[src/rtl/buzzer_pkg.sv]
// Shared note/octave codes, centihertz table and half-period helper for the
// buzzer tone generator.
package buzzer_pkg;

  localparam logic [3:0] NOTE_REST = 4'd0;
  localparam logic [3:0] NOTE_DO   = 4'd1;
  localparam logic [3:0] NOTE_TI   = 4'd7;
  localparam logic [3:0] NOTE_END  = 4'd15;

  localparam logic [1:0] OCT_LOW  = 2'b00;
  localparam logic [1:0] OCT_MID  = 2'b01;
  localparam logic [1:0] OCT_HIGH = 2'b10;

  // Middle-octave note frequencies in centihertz, do..ti
  localparam int unsigned F_CHZ_DO = 52325;
  localparam int unsigned F_CHZ_RE = 58733;
  localparam int unsigned F_CHZ_MI = 65926;
  localparam int unsigned F_CHZ_FA = 69846;
  localparam int unsigned F_CHZ_SO = 78399;
  localparam int unsigned F_CHZ_LA = 88000;
  localparam int unsigned F_CHZ_TI = 98777;

  typedef enum logic {
    S_IDLE = 1'b0,
    S_PLAY = 1'b1
  } state_e;

  // Clocks per half period; 64-bit because clk_freq*100 exceeds 32 bits
  function automatic logic [31:0] half_period(input longint unsigned clk_freq,
                                              input longint unsigned f_chz);
    return 32'((clk_freq * 64'd100) / (64'd2 * f_chz));
  endfunction

endpackage

[src/rtl/buzzer_tone_gen_lut.sv]
// Combinational (note, octave) -> half-period lookup with a note-valid flag.
module note_period_lut
  import buzzer_pkg::*;
#(
  parameter int unsigned CLK_FREQ = 100_000_000,
  parameter int unsigned CNT_W    = 18
) (
  input  logic [3:0]       note,
  input  logic [1:0]       octave,
  output logic [CNT_W-1:0] hp_c,
  output logic             valid_c
);

  localparam logic [CNT_W-1:0] HP_DO = CNT_W'(half_period(CLK_FREQ, F_CHZ_DO));
  localparam logic [CNT_W-1:0] HP_RE = CNT_W'(half_period(CLK_FREQ, F_CHZ_RE));
  localparam logic [CNT_W-1:0] HP_MI = CNT_W'(half_period(CLK_FREQ, F_CHZ_MI));
  localparam logic [CNT_W-1:0] HP_FA = CNT_W'(half_period(CLK_FREQ, F_CHZ_FA));
  localparam logic [CNT_W-1:0] HP_SO = CNT_W'(half_period(CLK_FREQ, F_CHZ_SO));
  localparam logic [CNT_W-1:0] HP_LA = CNT_W'(half_period(CLK_FREQ, F_CHZ_LA));
  localparam logic [CNT_W-1:0] HP_TI = CNT_W'(half_period(CLK_FREQ, F_CHZ_TI));

  logic [CNT_W-1:0] base;

  always_comb begin
    base    = '0;
    valid_c = 1'b1;
    case (note)
      4'd1:    base = HP_DO;
      4'd2:    base = HP_RE;
      4'd3:    base = HP_MI;
      4'd4:    base = HP_FA;
      4'd5:    base = HP_SO;
      4'd6:    base = HP_LA;
      4'd7:    base = HP_TI;
      default: valid_c = 1'b0;
    endcase
  end

  // Octave code 11 falls through to the middle octave
  always_comb begin
    case (octave)
      OCT_LOW:  hp_c = {base[CNT_W-2:0], 1'b0};
      OCT_HIGH: hp_c = {1'b0, base[CNT_W-1:1]};
      default:  hp_c = base;
    endcase
  end

endmodule

[src/rtl/buzzer_tone_gen.sv]
// Square-wave buzzer driver; note changes are applied only on half-period
// boundaries so the output never produces a runt pulse.
module buzzer_tone_gen
  import buzzer_pkg::*;
#(
  parameter int unsigned CLK_FREQ = 100_000_000,
  parameter int unsigned CNT_W    = 18
) (
  input  logic       clk,
  input  logic       reset,
  input  logic       enable,
  input  logic [3:0] note_in,
  input  logic [1:0] octave_in,
  output logic       buzzer,
  output logic       playing,
  output logic [3:0] cur_note
);

  state_e           state_q, state_d;
  logic [CNT_W-1:0] cnt_q, cnt_d;
  logic [CNT_W-1:0] hp_q, hp_d;
  logic             buzzer_q, buzzer_d;
  logic             playing_q, playing_d;
  logic [3:0]       cur_note_q, cur_note_d;

  logic [CNT_W-1:0] lut_hp_c;
  logic             lut_valid_c;
  logic             note_valid_c;
  logic             boundary_c;

  note_period_lut #(
    .CLK_FREQ (CLK_FREQ),
    .CNT_W    (CNT_W)
  ) u_lut (
    .note    (note_in),
    .octave  (octave_in),
    .hp_c    (lut_hp_c),
    .valid_c (lut_valid_c)
  );

  assign note_valid_c = enable & lut_valid_c;
  assign boundary_c   = (cnt_q == hp_q - CNT_W'(1));

  always_ff @(posedge clk or posedge reset) begin
    if (reset) begin
      state_q    <= S_IDLE;
      cnt_q      <= '0;
      hp_q       <= '0;
      buzzer_q   <= 1'b0;
      playing_q  <= 1'b0;
      cur_note_q <= NOTE_REST;
    end else begin
      state_q    <= state_d;
      cnt_q      <= cnt_d;
      hp_q       <= hp_d;
      buzzer_q   <= buzzer_d;
      playing_q  <= playing_d;
      cur_note_q <= cur_note_d;
    end
  end

  always_comb begin
    state_d    = state_q;
    cnt_d      = cnt_q;
    hp_d       = hp_q;
    buzzer_d   = buzzer_q;
    playing_d  = playing_q;
    cur_note_d = cur_note_q;

    if (!enable) begin
      state_d    = S_IDLE;
      cnt_d      = '0;
      buzzer_d   = 1'b0;
      playing_d  = 1'b0;
      cur_note_d = NOTE_REST;
    end else begin
      case (state_q)
        S_IDLE: begin
          buzzer_d   = 1'b0;
          playing_d  = 1'b0;
          cur_note_d = NOTE_REST;
          if (note_valid_c) begin
            state_d    = S_PLAY;
            hp_d       = lut_hp_c;
            cnt_d      = '0;
            buzzer_d   = 1'b1;
            playing_d  = 1'b1;
            cur_note_d = note_in;
          end
        end
        S_PLAY: begin
          if (boundary_c) begin
            cnt_d = '0;
            // Inputs are only looked at here; a changed note starts on the opposite phase
            if (note_valid_c) begin
              buzzer_d   = ~buzzer_q;
              hp_d       = lut_hp_c;
              cur_note_d = note_in;
            end else begin
              state_d    = S_IDLE;
              buzzer_d   = 1'b0;
              playing_d  = 1'b0;
              cur_note_d = NOTE_REST;
            end
          end else begin
            cnt_d = cnt_q + CNT_W'(1);
          end
        end
        default: state_d = S_IDLE;
      endcase
    end
  end

  assign buzzer   = buzzer_q;
  assign playing  = playing_q;
  assign cur_note = cur_note_q;

endmodule

[config.mk]
export PLATFORM = sky130hd
export DESIGN_NAME = buzzer_tone_gen
export DESIGN_NICKNAME = d
export VERILOG_FILES = /design/src/rtl/buzzer_pkg.sv /design/src/rtl/buzzer_tone_gen_lut.sv /design/src/rtl/buzzer_tone_gen.sv
export SDC_FILE = /design/constraint.sdc
export NUM_CORES = 1
export LEC_CHECK = 0
export BUFFER_PORTS_ARGS = -buffer_cell sky130_fd_sc_hd__buf_2
export CORE_ASPECT_RATIO = 0.5
export CORE_UTILIZATION = 55
export CTS_BUF_LIST = sky130_fd_sc_hd__clkbuf_16
export DETAILED_ROUTE_END_ITERATION = 16
export GPL_ROUTABILITY_DRIVEN = 0
export MAX_ROUTING_LAYER = met4
export PLACE_DENSITY = 0.79
export SYNTH_ARGS = -nofsm -noshare
export SYNTH_HDL_FRONTEND = slang
export SYNTH_SLANG_ARGS = --single-unit
[constraint.sdc]
create_clock -name clk -period 3.5 [get_ports clk]
set_input_delay 0.525 -clock clk [delete_from_list [all_inputs] [get_ports clk]]
set_output_delay 0.525 -clock clk [all_outputs]
set_load 0.02 [all_outputs]
== Yosys cells after proc, flatten, opt, wreduce, memory -nomap -nowiden ==
Cells that the tools add are included.

* Add/subtract/negate cells: 2
* Equal/unequal tests: 13
* Mux-type cells: 26
* Bitwise logic cells: 3
* Reductions and logical operators: 4

{| class="wikitable"
|+ Operators with widths
! cell !! count
|-
| case mux 17 bit (7 select lines) || 1
|-
| case mux 18 bit (2 select lines) || 3
|-
| two-way mux 18 bit || 5
|-
| adder 18 x 1 -> 18 bit (second input constant) || 1
|-
| equality test 18 bit || 1
|-
| subtractor 18 x 1 -> 18 bit (second input constant) || 1
|-
| equality test 4 x 3 -> 1 bit (second input constant) || 4
|-
| two-way mux 4 bit || 3
|-
| two-way mux 1 bit || 10
|-
| equality test 4 x 2 -> 1 bit (second input constant) || 2
|-
| case mux 4 bit (2 select lines) || 1
|-
| OR reduction 7 bit || 1
|-
| != test 3 bit (second input constant) || 2
|-
| case mux 1 bit (2 select lines) || 3
|-
| equality test 4 x 1 -> 1 bit (second input constant) || 1
|-
| AND reduction 2 bit || 2
|-
| != test 3 x 2 -> 1 bit (second input constant) || 1
|-
| equality test 2 bit (second input constant) || 1
|-
| logical NOT 2 bit || 1
|-
| != test 2 x 1 -> 1 bit (second input constant) || 1
|-
| inverter 1 bit || 2
|-
| AND 1 bit || 1
|}

* Register bits after elaboration: 43
* Input port bits: 9
* Output and inout port bits: 6
* Logic and storage cells: 54

== Longest topological paths before layout ==
* Depth in word-level cells: 8
* Mapped depth: 12
* Gate-level depth less buffers: 9

== Modules after synthesis ==
A second synthesis with hierarchy kept.

* Cells, all modules: 380
* Area total of the unflattened synthesis: 3238.1 sq um

{| class="wikitable"
|+ By module, submodules not included
! module !! instances !! cells each !! area an instance (sq um) !! sequential area each (sq um)
|-
| buzzer_tone_gen || 1 || 248 || 2504.9 || 1076.0
|-
| note_period_lut || 1 || 132 || 733.2 || 0.0
|}

== Worst setup path after synthesis ==
No wires, ideal clock.

* Kind: register -> register
* From: reg hp_q[0]
* To: reg hp_q[2]
* Library setup time: 143 ps
* Arrival: 2808 ps
* Required time: 3357 ps
* Path slack: 550 ps
* Cell stages (with the launch flop): 13
* Path buffers: 3
* Clock period less this slack: 2950 ps
* Cell sequence: dfrtp_1 buf_2 inv_1 ha_1 or3b_1 or4_1 a32oi_1 o211ai_1 or3_4 buf_6 buf_6 a222oi_1 o211ai_1

* Cells in the longest elaborated chain, start to end: 4

{| class="wikitable"
|+ Ends and longest elaborated chain
! item !! RTL line !! source
|-
| start: declaration || buzzer_tone_gen.sv:21 || <nowiki>logic [CNT_W-1:0] hp_q, hp_d;</nowiki>
|-
| start signal: assignment || buzzer_tone_gen.sv:55 || <nowiki>hp_q <= hp_d;</nowiki>
|-
| subtractor 18 x 1 -> 18 bit || buzzer_tone_gen.sv:42 || <nowiki>assign boundary_c = (cnt_q == hp_q - CNT_W'(1));</nowiki>
|-
| equality test 18 bit || buzzer_tone_gen.sv:42 ||
|-
| != test 2 x 1 -> 1 bit (no line) || -- ||
|-
| AND reduction 2 bit (no line) || -- ||
|}

Every way passes these cells.
A chain may end at the register's enable or synchronous reset.

== Final worst setup path ==
* From: reg hp_q[0]
* To: reg cnt_q[3]

* Cells in the longest elaborated chain, start to end: 5

{| class="wikitable"
|+ Ends and longest elaborated chain
! item !! RTL line !! source
|-
| subtractor 18 x 1 -> 18 bit || buzzer_tone_gen.sv:42 ||
|-
| equality test 18 bit || buzzer_tone_gen.sv:42 ||
|-
| two-way mux 18 bit || buzzer_tone_gen.sv:92 || <nowiki>if (boundary_c) begin</nowiki>
|-
| case mux 18 bit (2 select lines) || buzzer_tone_gen.sv:77 || <nowiki>case (state_q)</nowiki>
|-
| two-way mux 18 bit || buzzer_tone_gen.sv:70 || <nowiki>if (!enable) begin</nowiki>
|-
| end signal: assignment || buzzer_tone_gen.sv:54 || <nowiki>cnt_q <= cnt_d;</nowiki>
|-
| end: declaration || buzzer_tone_gen.sv:20 || <nowiki>logic [CNT_W-1:0] cnt_q, cnt_d;</nowiki>
|}

Every way passes these cells.

==> reports/summary.txt <==
STATUS
-------------------------------------------------------------------------------------------------
Run status                                                                           finished, final reports clean

POWER AND IR DROP
-------------------------------------------------------------------------------------------------
Cell leakage power                                                                       1.419 nW
Power per standard cell area                                                         347.2 mW/mm²
Maximum ir drop on the vdd rail                                                          190.7 µV

CRITICAL PATH
-------------------------------------------------------------------------------------------------
Arr. time, crit path                                                                      3.45 ns
Reg2reg start                                                                             hp_q[0]
R2R setup slack                                                                           0.21 ns
CP Data Required Time                                                                     3.65 ns
Worst Setup End Kind                                                                     register
Cells on worst reg2reg path                                                                    10
Critical Path Fanout Max                                                                       23
Worst R2R End                                                                            cnt_q[3]
CP startpoint kind                                                                       register
Kind of critical path                                                                register to register

GLOBAL ROUTING
-------------------------------------------------------------------------------------------------
Tot GR Track Use                                                                           29.70%
Via count of the first global-routing pass                                                   3225
Routing layer with the top usage in global route                                             met1
Number of antenna violations at the first check in global routing                               0
Met1 track utilization from global routing                                                 43.71%
Met2 Resource Use GR                                                                       42.11%
Maximum number of pins on one net before global-route repair                                   44
Grt met3 use                                                                               4.605%
Wire length of the first global-routing pass                                             16410 µm
Overflow left after global routing                                                              0

SYNTH
-------------------------------------------------------------------------------------------------
Average cell area after synthesis                                                       7.512 µm²
Area of the mapped netlist                                                           0.003779 mm²
Register bit count reported by yosys                                                           43
Cell count after synthesis                                                                    503
Fraction of post-synthesis cell area in the top cell type by area                          28.48%
Portion of the post-synthesis area used by sequential elements                             28.48%
Total number of yosys warnings                                                                  0
Post-synth ARST share                                                                      100.0%
Number of distinct library cell variants in the gate-level netlist after synthesis             65
EDFF count, synth                                                                               0
Synth Flop Type                                                                      sky130_fd_sc_hd__dfrtp_1
Cell type with the highest aggregate area in the netlist                             sky130_fd_sc_hd__dfrtp_1
Largest cells by area after synthesis                                                sky130_fd_sc_hd__dfrtp_1 (28%), sky130_fd_sc_hd__nand3_1 (6.6%), sky130_fd_sc_hd__nand2_1 (4.8%)
Post-synth net total                                                                          514

STA
-------------------------------------------------------------------------------------------------
Worst hold slack across all endpoints                                                   0.4267 ns
Part of the cycle the worst path needs                                                     94.01%
Max-slew violations                                                                             0
Final critical-path required period                                                      3.291 ns
Post-route setup TNS                                                                         0 ns
Worst slew margin relative to its limit                                                    39.53%
Final setup violation count                                                                     0
Final Hold Vio Count                                                                            0
Maximum operating frequency                                                             303.9 MHz
Final worst clock skew                                                                0.006386 ns
Slew at the pin with the worst max-slew slack                                           0.9057 ns

DIE
-------------------------------------------------------------------------------------------------
Core area                                                                            0.006356 mm²
Starting utilization of the core area                                                      59.45%
Die height                                                                               60.61 µm
Die Outline Area                                                                     0.007226 mm²
Row count                                                                                      20
Top-Level Pins                                                                                 15
Die width                                                                                119.2 µm

CLOCK TREE
-------------------------------------------------------------------------------------------------
# Post-CTS Setup Buffers                                                                        0
Source-to-sink clock delay at the later pin of the worst-skew pair                        0.29 ns
Clock buffer count from CTS                                                                     5
Clock tree from TritonCTS                                                                     yes
H-tree lvl count                                                                                2
TritonCTS Sinks                                                                                43
Root Buffer                                                                          sky130_fd_sc_hd__clkbuf_16
Worst-case clock buffer depth                                                                   2
Worst-path clk slew                                                                       0.06 ns

DRT
-------------------------------------------------------------------------------------------------
Total wire length                                                                         9791 µm
Count of TritonRoute iterations in the first routing pass                                       6
Routed len/inst                                                                          17.12 µm
Avg Vias per Cell                                                                           6.671
Via total after detailed routing                                                             3816
Post-detailed-route count of antenna-violating nets                                             0
Number of remaining DRC errors                                                                  0
Starting DRT DRC Count                                                                        389

PLACE
-------------------------------------------------------------------------------------------------
HPWL Detailed                                                                             6702 µm
Port Buf Inserts                                                                               14

FLOW RUN
-------------------------------------------------------------------------------------------------
Max Cap Viol                                                                                    0

LAYOUT
-------------------------------------------------------------------------------------------------
Final antenna diode count                                                                       0
Final nets                                                                                    494
Commonest non-fill, non-tap cells in the layout                                      sky130_fd_sc_hd__nand3_1 (50), sky130_fd_sc_hd__nand2_1 (48), sky130_fd_sc_hd__dfrtp_1 (43), sky130_fd_sc_hd__nor2_1 (30), sky130_fd_sc_hd__o211ai_1 (23)
Ratio of cells with drive above 1 in the final layout                                      8.678%
Layout-stage area growth over the synthesis result                                         4.834%
Most common library cell in the layout ignoring fill and taps                        sky130_fd_sc_hd__nand3_1

HOLD PATH
-------------------------------------------------------------------------------------------------
Min-Delay Path Class                                                                 input port to async pin

## power by group
group	leakage, nW	internal [mW]	switching, mW	total (mW)
combinational	0.829	0.130	0.181	0.311
sequential	0.520	0.532	0.0851	0.617
clock	0.0701	0.257	0.190	0.447
## through the flow
stage,util (%),setup WS (ns),cells,power [mW],area [µm²]
after floorplan,-,0.5495,503,0.8523,3779
after global placement,60.10,0.4117,564,0.9178,3820
after detailed placement,60.10,0.2658,564,0.9255,3820
after CTS,62.24,0.2621,572,1.367,3956
after global routing,62.32,-0.01312,572,1.441,3961
final,62.32,0.2095,572,1.375,3961
## sequential cells by signal, summed over array words and instances (netlist names)
name,cells
hp_q,18
buzzer,1
state_q,1
cur_note,4
playing,1
cnt_q,18
## worst max-delay path by stage
stage                        from        to  slack [ns]  cells past startpoint
after detailed placement  hp_q[0]  cnt_q[5]        0.27                     10
final                     hp_q[0]  cnt_q[3]        0.21                     10
after global routing      hp_q[0]  cnt_q[6]       -0.01                     10
after global placement    hp_q[0]  cnt_q[3]        0.41                     10
after floorplan           hp_q[0]   hp_q[2]        0.55                     12
after CTS                 hp_q[0]  cnt_q[3]        0.26                     10
## metal layers
layer / routed length (µm) / up-vias
met5: 0 / -
met4: 143 / 0
met3: 904 / 18
met2: 4071 / 209
met1: 4671 / 1763
li1: - / 1826
## kinds of logic after synthesis
group / synth area share, %
fa+ha+maj: 0.6621
simple gates: 31.19
compound gates: 24.77
flops: 28.48
mux: 1.126
xor+xnor: 6.722
buf+inv: 7.053
## what timing repair did
action                     CTS  global route
resized for setup            0             1
hold buffers                 0             0
setup endpoints to repair    0             1
## cell type report
cell class,instances,area [µm²]
well taps,88,110.1
fillers,587,2395
inverters,14,52.55
clock buffers,5,125.1
flip-flops and latches,43,1076
clock inverters,3,11.26
multi-input cells,395,2441
repair buffers,24,145.1
## synthesized netlist by cell type (2+ instances only)
cell	instances
sky130_fd_sc_hd__nor4_1	5
sky130_fd_sc_hd__or3_1	6
sky130_fd_sc_hd__xor2_1	11
sky130_fd_sc_hd__a31oi_1	18
sky130_fd_sc_hd__nand4_1	9
sky130_fd_sc_hd__nand2_1	48
sky130_fd_sc_hd__o21ai_1	5
sky130_fd_sc_hd__buf_6	2
sky130_fd_sc_hd__nor2b_1	9
sky130_fd_sc_hd__nor3_1	17
sky130_fd_sc_hd__buf_1	4
sky130_fd_sc_hd__dfrtp_1	43
sky130_fd_sc_hd__a22o_1	10
sky130_fd_sc_hd__a21oi_1	22
sky130_fd_sc_hd__ha_1	2
sky130_fd_sc_hd__o311ai_0	2
sky130_fd_sc_hd__clkbuf_1	39
sky130_fd_sc_hd__mux2i_1	2
sky130_fd_sc_hd__nand2b_1	7
sky130_fd_sc_hd__a32o_1	2
sky130_fd_sc_hd__or4_1	8
sky130_fd_sc_hd__buf_2	6
sky130_fd_sc_hd__and2_1	8
sky130_fd_sc_hd__a22oi_1	2
sky130_fd_sc_hd__nor3b_1	3
sky130_fd_sc_hd__and3_1	8
sky130_fd_sc_hd__or2_2	4
sky130_fd_sc_hd__nand3b_1	4
sky130_fd_sc_hd__nand3_1	50
sky130_fd_sc_hd__inv_1	12
sky130_fd_sc_hd__o21ai_0	22
sky130_fd_sc_hd__nor2_1	30
sky130_fd_sc_hd__o31ai_1	3
sky130_fd_sc_hd__a211oi_1	3
sky130_fd_sc_hd__xnor2_1	18
sky130_fd_sc_hd__o211ai_1	23
sky130_fd_sc_hd__o221ai_1	4
sky130_fd_sc_hd__a222oi_1	5
## critical path: stages (launching register included)
cell and delay [ns]:
sky130_fd_sc_hd__dfrtp_1 0.45, sky130_fd_sc_hd__inv_1 0.09, sky130_fd_sc_hd__ha_1 0.23, sky130_fd_sc_hd__or3b_1 0.41, sky130_fd_sc_hd__or4_1 0.51, sky130_fd_sc_hd__a32oi_1 0.16, sky130_fd_sc_hd__o211ai_1 0.15, sky130_fd_sc_hd__or3_4 0.48
sky130_fd_sc_hd__o21ai_2 0.25, sky130_fd_sc_hd__buf_4 0.29, sky130_fd_sc_hd__o211ai_1 0.13
No activity file was read; power rests on OpenSTA's default activity.
